### src/rtl/spi_shift_reg_if.sv
// SPI shift register bus: transfer control, parallel data and serial pins.
// The master drives requests and MISO; the slave (the shift register)
// returns MOSI, the received word and transfer status.
interface spi_shift_reg_if #(
   parameter int WIDTH = 8
);
   logic             start;
   logic [WIDTH-1:0] din;
   logic             bit_en;
   logic             abort;
   logic             serial_in;
   logic             serial_out;
   logic [WIDTH-1:0] dout;
   logic             busy;
   logic             done;

   modport master (
      output start, din, bit_en, abort, serial_in,
      input  serial_out, dout, busy, done
   );

   modport slave (
      input  start, din, bit_en, abort, serial_in,
      output serial_out, dout, busy, done
   );
endinterface

### src/rtl/spi_shift_reg.sv
// SPI data shift register with a three-state transfer FSM (IDLE/SHIFT/DONE).
// One bit_en strobe moves one bit: the output end drives MOSI while MISO
// enters at the opposite end, so after WIDTH strobes the register holds the
// received word. The output end is selected by LSB_FIRST.
module spi_shift_reg #(
   parameter int WIDTH     = 8,
   parameter bit LSB_FIRST = 1'b0
) (
   input logic            clk,
   input logic            reset,
   spi_shift_reg_if.slave bus
);

   localparam int CW = $clog2(WIDTH + 1);

   localparam logic [1:0] ST_IDLE  = 2'd0;
   localparam logic [1:0] ST_SHIFT = 2'd1;
   localparam logic [1:0] ST_DONE  = 2'd2;

   localparam logic [CW-1:0] CNT_LAST = CW'(WIDTH - 1);
   localparam logic [CW-1:0] CNT_ONE  = CW'(1);

   logic [1:0]       state_d, state_q;
   logic [WIDTH-1:0] sr_d, sr_q;
   logic [WIDTH-1:0] dout_d, dout_q;
   logic [CW-1:0]    cnt_d, cnt_q;
   logic [WIDTH-1:0] sr_shifted_s;

   // Move the register one place toward its output end, feeding b in behind.
   function automatic logic [WIDTH-1:0] shift_one(input logic [WIDTH-1:0] v,
                                                  input logic b);
      if (LSB_FIRST) begin
         return {b, v[WIDTH-1:1]};
      end else begin
         return {v[WIDTH-2:0], b};
      end
   endfunction

   assign sr_shifted_s = shift_one(sr_q, bus.serial_in);

   // Next-state, shift register, bit counter and received-word logic.
   always_comb begin
      state_d = state_q;
      sr_d    = sr_q;
      cnt_d   = cnt_q;
      dout_d  = dout_q;
      case (state_q)
         ST_IDLE: begin
            // bit_en and abort are meaningless here; only start matters
            if (bus.start) begin
               sr_d    = bus.din;
               cnt_d   = '0;
               state_d = ST_SHIFT;
            end else begin
               state_d = ST_IDLE;
            end
         end
         ST_SHIFT: begin
            // abort has priority over a coincident strobe: nothing shifts
            if (bus.abort) begin
               cnt_d   = '0;
               state_d = ST_IDLE;
            end else if (bus.bit_en) begin
               sr_d  = sr_shifted_s;
               cnt_d = cnt_q + CNT_ONE;
               if (cnt_q == CNT_LAST) begin
                  dout_d  = sr_shifted_s;
                  state_d = ST_DONE;
               end else begin
                  state_d = ST_SHIFT;
               end
            end else begin
               state_d = ST_SHIFT;
            end
         end
         ST_DONE: begin
            // single-cycle completion marker; start/bit_en/abort are ignored
            cnt_d   = '0;
            state_d = ST_IDLE;
         end
         default: begin
            sr_d    = '0;
            cnt_d   = '0;
            state_d = ST_IDLE;
         end
      endcase
   end

   // State registers with asynchronous active-low clear.
   always_ff @(posedge clk or negedge reset) begin
      if (!reset) begin
         state_q <= ST_IDLE;
         sr_q    <= '0;
         cnt_q   <= '0;
         dout_q  <= '0;
      end else begin
         state_q <= state_d;
         sr_q    <= sr_d;
         cnt_q   <= cnt_d;
         dout_q  <= dout_d;
      end
   end

   // MOSI follows the output end directly so the first bit is ready right after start.
   assign bus.serial_out = LSB_FIRST ? sr_q[0] : sr_q[WIDTH-1];
   assign bus.dout       = dout_q;
   assign bus.busy       = (state_q == ST_SHIFT) || (state_q == ST_DONE);
   assign bus.done       = (state_q == ST_DONE);

endmodule

### src/flat_wrapper.sv
// flat-port wrapper written by rule: the top's interface ports become plain ports
module spi_shift_reg_flat 
#(
   parameter int WIDTH     = 8,
   parameter bit LSB_FIRST = 1'b0
)
  (clk, reset, bus_start, bus_din, bus_bit_en, bus_abort, bus_serial_in, bus_serial_out, bus_dout, bus_busy, bus_done);
  spi_shift_reg_if #(.WIDTH(WIDTH)) bus_i ();
  input logic clk;
  input logic reset;
  input wire logic [$bits(bus_i.start)-1:0] bus_start;
  input wire logic [$bits(bus_i.din)-1:0] bus_din;
  input wire logic [$bits(bus_i.bit_en)-1:0] bus_bit_en;
  input wire logic [$bits(bus_i.abort)-1:0] bus_abort;
  input wire logic [$bits(bus_i.serial_in)-1:0] bus_serial_in;
  output wire logic [$bits(bus_i.serial_out)-1:0] bus_serial_out;
  output wire logic [$bits(bus_i.dout)-1:0] bus_dout;
  output wire logic [$bits(bus_i.busy)-1:0] bus_busy;
  output wire logic [$bits(bus_i.done)-1:0] bus_done;
  assign bus_i.start = bus_start;
  assign bus_i.din = bus_din;
  assign bus_i.bit_en = bus_bit_en;
  assign bus_i.abort = bus_abort;
  assign bus_i.serial_in = bus_serial_in;
  assign bus_serial_out = bus_i.serial_out;
  assign bus_dout = bus_i.dout;
  assign bus_busy = bus_i.busy;
  assign bus_done = bus_i.done;
  spi_shift_reg #(.WIDTH(WIDTH), .LSB_FIRST(LSB_FIRST)) u_core (.clk(clk), .reset(reset), .bus(bus_i));
endmodule
### config.mk
export PLATFORM = sky130hd
export DESIGN_NAME = spi_shift_reg_flat
export DESIGN_NICKNAME = d
export VERILOG_FILES = /design/src/rtl/spi_shift_reg_if.sv /design/src/rtl/spi_shift_reg.sv /design/src/flat_wrapper.sv
export SDC_FILE = /design/constraint.sdc
export NUM_CORES = 1
export LEC_CHECK = 0
export BUFFER_PORTS_ARGS = -buffer_cell sky130_fd_sc_hd__buf_2
export CAP_MARGIN = 20
export CORE_MARGIN = 2
export CORE_UTILIZATION = 44
export DETAILED_ROUTE_END_ITERATION = 10
export HOLD_SLACK_MARGIN = 0.1
export PLACE_DENSITY = 0.68
export SYNTH_ARGS = -nofsm -noshare
export SYNTH_HDL_FRONTEND = slang
export SYNTH_SLANG_ARGS = --single-unit
### constraint.sdc
create_clock -name clk -period 3.5 [get_ports clk]
set_clock_uncertainty 0.05 [all_clocks]
set_input_delay 0.35 -clock clk [delete_from_list [all_inputs] [get_ports clk]]
set_output_delay 0.35 -clock clk [all_outputs]
set_load 0.01 [all_outputs]
**After elaboration in Yosys (flattened, before gate mapping)**

Cells that the tools add are included.

- Register bits: 22
- Output and inout bits: 11
- Logic and storage cells: 32

- Equality and inequality tests: 7
- Bitwise gates (word level): 2
- Add/subtract/negate cells: 1
- Reductions and logical operators: 5
- Multiplexer cells: 13

Operators by type and width:

| cell | number |
|---|---|
| 8-bit two-way mux | 3 |
| 8-bit one-hot mux with 3 select lines | 1 |
| 4-bit two-way mux | 3 |
| 4-bit one-hot mux with 2 select lines | 1 |
| 4-bit AND reduction | 2 |
| 2-bit two-way mux | 3 |
| 2-bit != test, second input constant | 3 |
| 4-bit by 1-bit adder with 4-bit output, second input constant | 1 |
| 4-bit by 3-bit equality test with 1-bit output, second input constant | 1 |
| 2-bit one-hot mux with 2 select lines | 1 |
| 3-bit != test, second input constant | 1 |
| 2-bit by 1-bit equality test with 1-bit output, second input constant | 1 |
| 2-bit equality test, second input constant | 1 |
| 2-bit logical NOT | 1 |
| 1-bit NOT | 2 |
| 2-bit AND reduction | 1 |
| 1-bit logical OR | 1 |
| 1-bit two-way mux | 1 |

**Logic depth before layout (Yosys ltp)**

Gate-level depths: netlist (run 1).

- Word-level depth: 5
- Depth in mapped cells: 6
- Gate-level depth less buffers: 5

**Worst setup path after synthesis (run 1)**

OpenSTA, ideal clock, no wires.

- Kind: register -> register
- Start: reg u_core.state_q[0]
- End: reg u_core.sr_q[0]
- Library setup time: 125 ps
- Arrival time: 1511 ps
- Buffers on the path: 0
- Cell stages (with the launch flop): 6
- Path slack: 1814 ps
- Period minus slack after synthesis: 1686 ps
- Required time: 3325 ps
- Path through: dfrtp_1 -> inv_1 -> ha_1 -> and2b_1 -> a211oi_4 -> mux2_2

- Cells in the longest elaborated chain, start to end: 3
- Elaborated cells between the ends (all ways): 9

RTL lines:

| what | RTL line | text |
|---|---|---|
| start: declaration | spi_shift_reg.sv:23 | `logic [1:0] state_d, state_q;` |
| start signal: assignment | spi_shift_reg.sv:97 | `state_q <= state_d;` |
| 2-bit by 1-bit equality test with 1-bit output, or another cell as far along | spi_shift_reg.sv:47 | `case (state_q)` |
| 2-bit != test (no source line) / 1-bit NOT (equally long branches) | n/a |  |
| 4-bit AND reduction (no source line) | n/a |  |
| end signal: assignment | spi_shift_reg.sv:98 | `sr_q <= sr_d;` |
| end: declaration | spi_shift_reg.sv:24 | `logic [WIDTH-1:0] sr_d, sr_q;` |

Parallel ways exist; a longest one is shown, timed or not.
A chain may end at the register's enable or synchronous reset.

**Final worst setup path (run 1)**

- Start: reg u_core.state_q[0]
- End: reg u_core.sr_q[7]

Same word-level chain as after synthesis.

==> flow_summary.json, run 1 <==
{
  "slew_violations": 0,
  "grt_first_pass_wirelength_microns": 3210,
  "ys_top_cells_by_count": "dfrtp_1, mux2_2, a22o_1, ha_1",
  "critical_path.startpoint_type": "flip-flop",
  "clock_latency_ps": 310,
  "crit_type": "flip-flop to flip-flop",
  "p_leak_nw": 0.635,
  "async_flop_share_pct": 100,
  "gp_congestion": 0.779,
  "fill_cells": 192,
  "fin_area_sq_um": 1240,
  "crit_family": "compound AO/OA/AOI/OAI gates",
  "die_y_microns": 52.4,
  "synth_fp_nets": 95,
  "synth_top_area_share_pct": 53.3,
  "diodes": 0,
  "synth_area_leader_cell": "dfrtp_1",
  "synth-seq-cells": 22,
  "hold-path-cell-count": 2,
  "dp.cells": 127,
  "dpl_cell_area_sq_um": 1180,
  "coreArea_sq_um": 2210,
  "crit_path_cell_trace": "inv_1 -> ha_1 -> and2b_1 -> a211oi_4 -> mux2_2",
  "hold_viol_final": 0,
  "ios": 25,
  "drt_iter0_drc": 5,
  "clock_path_buffers": 2,
  "synth.most_common_cell": "dfrtp_1",
  "setup_ws_ps": 1490,
  "slew_headroom_pct": 67.6,
  "dr_total_vias": 700,
  "worst_slew_pin_slew_ps": 486,
  "synth_cell_types": 22,
  "dr.pass1.iters": 4,
  "wl_per_cell_microns": 13.9,
  "post-dp-hpwl_microns": 1350,
  "grt_pass1_vias": 726,
  "overflow": 0,
  "die_area_sq_um": 2750,
  "fin_crit_ps": 2010,
  "die_x_microns": 52.4,
  "finalSetupViolCount": 0,
  "place_ws_ps": 1490,
  "start_util_pct": 46.7,
  "hp-class": "input port to flip-flop",
  "yosysSeqAreaShare_pct": 53.3,
  "via_per_inst": 5.30,
  "drv_cap": 0,
  "fin_nets": 123,
  "cts_tree": "done",
  "r2r_start": "u_core.state_q[0]$_DFF_PN0_",
  "io_buffers": 24,
  "ant_nets": 0,
  "rr_worst_depth": 5,
  "fin_cells": 132,
  "avgSynthCellArea_sq_um": 13.4,
  "critPathMaxFanout": 11,
  "synth_edf_count": 0,
  "clkTransAtPathRegs_ps": 130,
  "required_ps": 3660,
  "antenna_found_initial": 0,
  "timing.fmax_ghz": 0.497,
  "drive_gt1_share_pct": 44.2,
  "grt_max_degree": 23,
  "reg2reg_to": "u_core.sr_q[7]$_DFFE_PN0P_",
  "htree_num_levels": 1,
  "worst-path-buf-inv": 1,
  "drc": 0,
  "grtUsageTotal_pct": 16.2,
  "hold_end": "u_core.bus.dout[0]$_DFFE_PN0P_",
  "hold_slack_ps": 239,
  "ys_top_cells_by_area": "dfrtp_1, mux2_2, a22o_1, ha_1, a211oi_4",
  "routed_wl_microns": 1840,
  "slowest_delay_ps": 440,
  "fin_crit_sh_pct": 57.5,
  "endpoint_kind": "flip-flop",
  "synth_warnings": 0,
  "cts_made_buffers": 3,
  "tns_ps": 0,
  "cp_slowest_cell": "a211oi_4",
  "regToRegSetupSlack_ps": 1490,
  "powerDensity_nw_per_um2": 519,
  "status": "finished, final reports clean",
  "rows": 17,
  "cp.arrival_ps": 2170,
  "syn2layout_area_growth_pct": 20.2,
  "cts_root_buf": "clkbuf_4",
  "synthesis.area_sq_um": 1030,
  "hp-start": "bus_serial_in",
  "seq_area_sq_um": 551,
  "vdd.ir_drop.worst_mv": 0.349,
  "clock_sinks": 22,
  "rsz0062_at_grt": "no",
  "synth_top_flop_cell": "dfrtp_1",
  "multi_input_area_sq_um": 462,
  "syn_inst": 77
}
## sequential cells by signal (all words and copies together), names as in the netlist
signal	flops
u_core.bus.dout	8
u_core.sr_q	8
u_core.cnt_q	4
u_core.state_q	2
## report_power, final
part	internal, W	total, W	switching, W
sequential	0.000294	0.000321	0.0000278
combinational	0.0000726	0.000128	0.0000551
clock	0.000116	0.000195	0.0000795
## cells by family (layout without fill, tap and decap cells)
group / count (synthesis) / count (layout) / synth area share (%)
compound gates: 17 / 17 / 14.5
fa+ha+maj: 4 / 4 / 4.85
buf+inv: 5 / 32 / 1.94
flops: 22 / 22 / 53.3
mux: 16 / 16 / 17.5
simple gates: 13 / 13 / 7.88
## timing repair
item | in CTS | in global routing
setup endpoints to repair | 0 | 0
hold endpoints to repair | 22 | 0
hold buffers | 1 | 0
buffers inserted | 0 | 0
gates resized for setup | 0 | 0
## layout by cell type (no fill, tap or decap)
master,netlist,final
nand2_1,1,1
dlygate4sd3_1,0,1
a21oi_1,1,1
nand2b_1,3,3
clkbuf_4,0,3
mux2_2,16,16
nor2_1,2,2
nand4b_1,1,1
nor2_4,1,1
inv_1,3,3
ha_1,4,4
and2b_1,1,1
o21ai_0,1,1
nand3_1,1,1
buf_2,1,24
o22ai_1,1,1
dfrtp_1,22,22
a21o_1,1,1
nor2b_1,2,2
a211oi_4,1,1
a22o_1,11,11
a32o_1,1,1
nand4_1,1,1
bufinv_16,0,1
## area by class of cell
cell class	count	share of cell area (%)
tap	28	2.82
inverter	3	0.907
multi-input combinational	50	37.2
sequential	22	44.4
timing repair buffer	25	10.5
clock buffer	3	1.81
clock inverter	1	2.42
## per-layer routing
layer | vias to the layer above | global-route usage (%) | share of wire (%)
li1 | 339 | - | -
met1 | 335 | 20.7 | 47
met2 | 24 | 26.0 | 46
met3 | 2 | 3.43 | 6.0
met4 | 0 | 7.69 | 0.87
met5 | - | 0 | 0
## worst max-delay path by stage
| stage | startpoint | to | slack [ps] | depth (start not counted) |
|---|---|---|---|---|
| CTS | u_core.state_q[0]$_DFF_PN0_ | u_core.sr_q[7]$_DFFE_PN0P_ | 1480 | 5 |
| detailed placement | u_core.state_q[0]$_DFF_PN0_ | u_core.sr_q[7]$_DFFE_PN0P_ | 1490 | 5 |
| global route | u_core.state_q[1]$_DFF_PN0_ | u_core.sr_q[5]$_DFFE_PN0P_ | 1330 | 5 |
| finish | u_core.state_q[0]$_DFF_PN0_ | u_core.sr_q[7]$_DFFE_PN0P_ | 1490 | 5 |
| global placement | u_core.state_q[0]$_DFF_PN0_ | u_core.sr_q[3]$_DFFE_PN0P_ | 1520 | 5 |
| floorplan | u_core.state_q[0]$_DFF_PN0_ | u_core.sr_q[0]$_DFFE_PN0P_ | 1810 | 5 |
## metrics by stage
stage / total power [W] / utilization [%]
after floorplan: 0.000415 / -
after global placement: 0.000454 / 53.3
after detailed placement: 0.000456 / 53.3
after CTS: 0.000652 / 56.1
after global routing: 0.000684 / 56.1
final: 0.000644 / 56.1
Note: power is estimated with default switching activity, not from simulation.
==> inputs of run 2 (changes only) <==
--- a/config.mk
+++ b/config.mk
@@ -11,7 +11,7 @@
 export CORE_UTILIZATION = 44
 export DETAILED_ROUTE_END_ITERATION = 10
 export HOLD_SLACK_MARGIN = 0.1
-export PLACE_DENSITY = 0.68
+export PLACE_DENSITY = 0.7
 export SYNTH_ARGS = -nofsm -noshare
 export SYNTH_HDL_FRONTEND = slang
 export SYNTH_SLANG_ARGS = --single-unit
==> constraint.sdc (replaced) <==
create_clock -name clk -period 1.8 [get_ports clk]
set_clock_uncertainty 0.05 [all_clocks]
set_input_delay 0.18 -clock clk [delete_from_list [all_inputs] [get_ports clk]]
set_output_delay 0.18 -clock clk [all_outputs]
set_load 0.01 [all_outputs]
==> run 2 against run 1 <==
Net effect: wire length is 3.9% higher; register-to-register slack got worse by 1400 ps; first-iteration DRC count is 100% higher; critical path type unchanged; largest cell class unchanged.
==> flow_summary.json, run 2 (synthesis results as in run 1) <==
{
  "start_util_pct": 46.7,
  "hp-start": "bus_din[5]",
  "antenna_found_initial": 0,
  "vdd.ir_drop.worst_mv": 0.713,
  "drv_cap": 0,
  "die_y_microns": 52.4,
  "use_met3_pct": 3.71,
  "multi_input_area_sq_um": 462,
  "seq_area_sq_um": 551,
  "drt_iter0_drc": 10,
  "gr-max-usage-layer": "met2",
  "clock_path_buffers": 2,
  "gp_congestion": 0.778,
  "status": "finished, final reports clean",
  "crit_type": "flip-flop to flip-flop",
  "regToRegSetupSlack_ps": 80,
  "clock_latency_ps": 310,
  "total_power_w": 0.00128,
  "required_ps": 1960,
  "timing.fmax_ghz": 0.583,
  "routed_wl_microns": 1910,
  "final_cell_mix": "buf_2, dfrtp_1, mux2_2",
  "hold-path-cell-count": 3,
  "drive_gt1_share_pct": 45.9,
  "ios": 25,
  "cts_tree": "done",
  "die_area_sq_um": 2750,
  "overflow": 0,
  "post-dp-hpwl_microns": 1430,
  "slew_headroom_pct": 67.4,
  "grt_first_pass_wirelength_microns": 3300,
  "place_ws_ps": 71.2,
  "hold_viol_final": 0,
  "cts_root_buf": "clkbuf_4",
  "cp.arrival_ps": 1870,
  "fin_crit_sh_pct": 95.3,
  "grt_pass1_vias": 766,
  "setup_ws_ps": 83.8,
  "slew_violations": 0,
  "reg2reg_to": "u_core.sr_q[0]$_DFFE_PN0P_",
  "use_met2_pct": 28.1,
  "fin_crit_ps": 1720,
  "endpoint_kind": "flip-flop",
  "fin_nets": 130,
  "rows": 17,
  "grt_util_met1_pct": 20.0,
  "finalSetupViolCount": 0,
  "grt_max_degree": 23,
  "via_per_inst": 5.22,
  "worst_slew_pin_slew_ps": 489,
  "clock_sinks": 22,
  "final_common_cell": "buf_2",
  "hold_end": "u_core.sr_q[5]$_DFFE_PN0P_",
  "powerDensity_nw_per_um2": 981,
  "coreArea_sq_um": 2210,
  "diodes": 0,
  "dr_total_vias": 726,
  "wl_per_cell_microns": 13.7,
  "cts_made_buffers": 3,
  "critPathMaxFanout": 8,
  "p_leak_nw": 0.669,
  "hp-class": "input port to flip-flop",
  "syn2layout_area_growth_pct": 26.2,
  "r2r_start": "u_core.state_q[0]$_DFF_PN0_",
  "dr.pass1.iters": 3,
  "rr_worst_depth": 6,
  "ant_nets": 0,
  "io_buffers": 24,
  "drc": 0,
  "grtUsageTotal_pct": 16.8,
  "fill_cells": 197,
  "hold_slack_ps": 157,
  "htree_num_levels": 1,
  "clkTransAtPathRegs_ps": 120,
  "critical_path.startpoint_type": "flip-flop",
  "die_x_microns": 52.4
}
[run 2: changes by cell type in the layout (fill, tap and decap cells not counted), sizes merged]
cell         before  now
buf              24   29
dlygate4sd3       1    3
[run 2: power breakdown]
group	total [W]	internal (W)	switching, W
combinational	0.000279	0.000164	0.000115
sequential	0.000626	0.000571	0.0000546
clock	0.000373	0.000225	0.000148
total	0.00128	0.000960	0.000318
[run 2: layout make-up]
type	instances	share of cell area, %
Sequential cell	22	42.3
Multi-Input combinational cell	50	35.4
Timing Repair Buffer	32	14.7
Tap cell	28	2.69
Clock inverter	1	2.31
Clock buffer	3	1.73
Inverter	3	0.865
[run 2: worst max-delay path by stage]
stage | start | end | slack (ps)
finish | u_core.state_q[0]$_DFF_PN0_ | u_core.sr_q[0]$_DFFE_PN0P_ | 80
global route | u_core.state_q[1]$_DFF_PN0_ | u_core.sr_q[6]$_DFFE_PN0P_ | -2
CTS | u_core.state_q[0]$_DFF_PN0_ | u_core.sr_q[0]$_DFFE_PN0P_ | 50
detailed placement | u_core.state_q[0]$_DFF_PN0_ | u_core.sr_q[0]$_DFFE_PN0P_ | 70
global placement | u_core.state_q[0]$_DFF_PN0_ | u_core.sr_q[4]$_DFFE_PN0P_ | 120
floorplan | u_core.state_q[0]$_DFF_PN0_ | u_core.sr_q[0]$_DFFE_PN0P_ | 110
[run 2: stage by stage]
step | setup TNS [ps] | cell area, sq um | util, % | std cells
final | 0 | 1300 | 58.9 | 139
after global placement | 0 | 1220 | 55.0 | 132
after detailed placement | 0 | 1220 | 55.0 | 132
after CTS | 0 | 1300 | 58.7 | 139
after global routing | -2.05 | 1300 | 58.9 | 139
after floorplan | 0 | 1030 | - | 77
[run 2: timing repair]
item | in CTS | in global routing
hold buffers | 3 | 0
resized for setup | 0 | 1
setup buffers | 0 | 0
endpoints found under the setup margin | 0 | 8
hold endpoints to repair | 24 | 0
[run 2: worst max-delay path, cell delays in order, from the launching register on]
cell,delay (ps)
dfrtp_1,380
inv_1,70
ha_1,210
and2b_1,190
a211oi_4,220
buf_6,160
mux2_2,340
[run 2: layer usage]
metal,routed length (microns),share of wire [%]
met1,916,48
met2,857,45
met3,96,5.0
met4,39,2.0
met5,0,0
==> inputs of run 3 (changes only) <==
--- a/config.mk
+++ b/config.mk
@@ -12,6 +12,7 @@
 export DETAILED_ROUTE_END_ITERATION = 10
 export HOLD_SLACK_MARGIN = 0.1
 export PLACE_DENSITY = 0.7
+export RECOVER_POWER = 50
 export SYNTH_ARGS = -nofsm -noshare
 export SYNTH_HDL_FRONTEND = slang
 export SYNTH_SLANG_ARGS = --single-unit
==> run 3 against run 2 <==
Net effect: design area decreased by 0.29%; core utilization down 0.17 points; clock-buffer cell count is the same; critical path depth unchanged; global-route usage is the same; combinational power barely moved; sequential share of layout area increased by 0.12 points; non-clock buffer count is the same; sequential power about the same; hold slack about the same; via count fell by 0.14%; setup slack about the same; largest cell class unchanged; largest power group unchanged.
==> flow_summary.json, run 3 (synthesis results as in run 1) <==
{
  "status": "finished, final reports clean",
  "grt_util_met1_pct": 20.0,
  "fin_area_sq_um": 1300,
  "grt_pass1_vias": 766,
  "grt_max_degree": 23,
  "grt_first_pass_wirelength_microns": 3300,
  "clkTransAtPathRegs_ps": 120,
  "cp.arrival_ps": 1870,
  "drv_cap": 0,
  "drive_gt1_share_pct": 43.2,
  "timing.fmax_ghz": 0.583,
  "final_common_cell": "dfrtp_1",
  "via_per_inst": 5.22,
  "r2r_start": "u_core.state_q[0]$_DFF_PN0_",
  "rows": 17,
  "dr.pass1.iters": 3,
  "dpl_cell_area_sq_um": 1220,
  "die_x_microns": 52.4,
  "crit_type": "flip-flop to flip-flop",
  "drc": 0,
  "htree_num_levels": 1,
  "cts_made_buffers": 3,
  "cts_root_buf": "clkbuf_4",
  "critical_path.startpoint_type": "flip-flop",
  "cp_slowest_cell": "dfrtp_1",
  "ios": 25,
  "use_met2_pct": 28.1,
  "coreArea_sq_um": 2210,
  "required_ps": 1960,
  "hp-class": "input port to flip-flop",
  "use_met3_pct": 3.71,
  "finalSetupViolCount": 0,
  "grtUsageTotal_pct": 16.8,
  "overflow": 0,
  "io_buffers": 24,
  "vdd.ir_drop.worst_mv": 0.713,
  "start_util_pct": 46.7,
  "slowest_delay_ps": 380,
  "final_util_pct": 58.7,
  "die_y_microns": 52.4,
  "wl_per_cell_microns": 13.7,
  "fin_nets": 130,
  "fin_crit_sh_pct": 95.3,
  "tns_ps": 0,
  "post-dp-hpwl_microns": 1430,
  "powerDensity_nw_per_um2": 984,
  "hold_end": "u_core.sr_q[5]$_DFFE_PN0P_",
  "hold_slack_ps": 157,
  "p_leak_nw": 0.657,
  "cts_tree": "done",
  "ant_nets": 0,
  "cts_setup_buffers": 0,
  "dr_total_vias": 725,
  "hold-path-cell-count": 3,
  "rr_worst_depth": 6,
  "hp-start": "bus_din[5]",
  "place_ws_ps": 71.2,
  "fin_crit_ps": 1720,
  "routed_wl_microns": 1900,
  "reg2reg_to": "u_core.sr_q[0]$_DFFE_PN0P_",
  "worst_slew_pin_slew_ps": 1180,
  "crit_path_cell_trace": "inv_1 -> ha_1 -> and2b_1 -> a211oi_4 -> buf_6 -> mux2_2",
  "endpoint_kind": "flip-flop",
  "die_area_sq_um": 2750,
  "syn2layout_area_growth_pct": 25.8,
  "hold_viol_final": 0,
  "antenna_found_initial": 0,
  "final_cell_mix": "dfrtp_1, buf_2, mux2_2",
  "setup_ws_ps": 83.8,
  "gp_congestion": 0.778,
  "diodes": 0,
  "critPathMaxFanout": 8,
  "regToRegSetupSlack_ps": 80,
  "drt_iter0_drc": 10,
  "clock_path_buffers": 2,
  "clock_sinks": 22,
  "clock_latency_ps": 310,
  "slew_headroom_pct": 21.3,
  "gr-max-usage-layer": "met2",
  "fill_cells": 200,
  "slew_violations": 0
}
-- run 3: cell types whose count changed in the layout (fill, tap and decap cells not counted) --
| cell | previous run | this run |
|---|---|---|
| buf_2 | 24 | 21 |
| clkbuf_1 | 0 | 3 |
-- run 3: per-stage QoR --
step / total power [W] / std cells
after floorplan: 0.000806 / 77
after global placement: 0.000900 / 132
after CTS: 0.00129 / 139
after detailed placement: 0.000909 / 132
final: 0.00128 / 139
after global routing: 0.00135 / 139
-- run 3: final cells by class --
class	count	area (sq um)	share of cell area [%]
flip-flops and latches	22	551	42.4
multi-input cells	50	462	35.5
repair buffers	32	188	14.5
well taps	28	35.0	2.70
clock inverters	1	30.0	2.31
clock buffers	3	22.5	1.73
inverters	3	11.3	0.867
-- run 3: worst max path at each step --
stage | start | to | slack, ps | depth (start not counted)
global placement | u_core.state_q[0]$_DFF_PN0_ | u_core.sr_q[4]$_DFFE_PN0P_ | 120 | 6
detailed placement | u_core.state_q[0]$_DFF_PN0_ | u_core.sr_q[0]$_DFFE_PN0P_ | 70 | 6
global route | u_core.state_q[1]$_DFF_PN0_ | u_core.sr_q[6]$_DFFE_PN0P_ | -2 | 6
floorplan | u_core.state_q[0]$_DFF_PN0_ | u_core.sr_q[0]$_DFFE_PN0P_ | 110 | 5
CTS | u_core.state_q[0]$_DFF_PN0_ | u_core.sr_q[0]$_DFFE_PN0P_ | 50 | 6
finish | u_core.state_q[0]$_DFF_PN0_ | u_core.sr_q[0]$_DFFE_PN0P_ | 80 | 6
-- run 3: critical path, delay by kind of cell, from the launching register on --
family          cells  cell delay, ps
flops               1             380
fa+ha+maj           1             210
simple gates        1             190
mux                 1             340
buf+inv             2             230
compound gates      1             220
-- run 3: what timing repair did --
item,CTS,global route
gates resized for setup,0,1
setup endpoints to repair,0,8
hold buffers,3,0
hold endpoints to repair,24,0
-- run 3: power breakdown --
group / total [W] / switching, W / internal, W
clock: 0.000373 / 0.000148 / 0.000225
combinational: 0.000279 / 0.000115 / 0.000163
sequential: 0.000626 / 0.0000546 / 0.000571
-- run 3: metal layers --
metal / routed length [microns] / vias to the layer above
li1: - / 351
met1: 911 / 350
met2: 857 / 19
met3: 95 / 5
met4: 39 / 0
met5: 0 / -
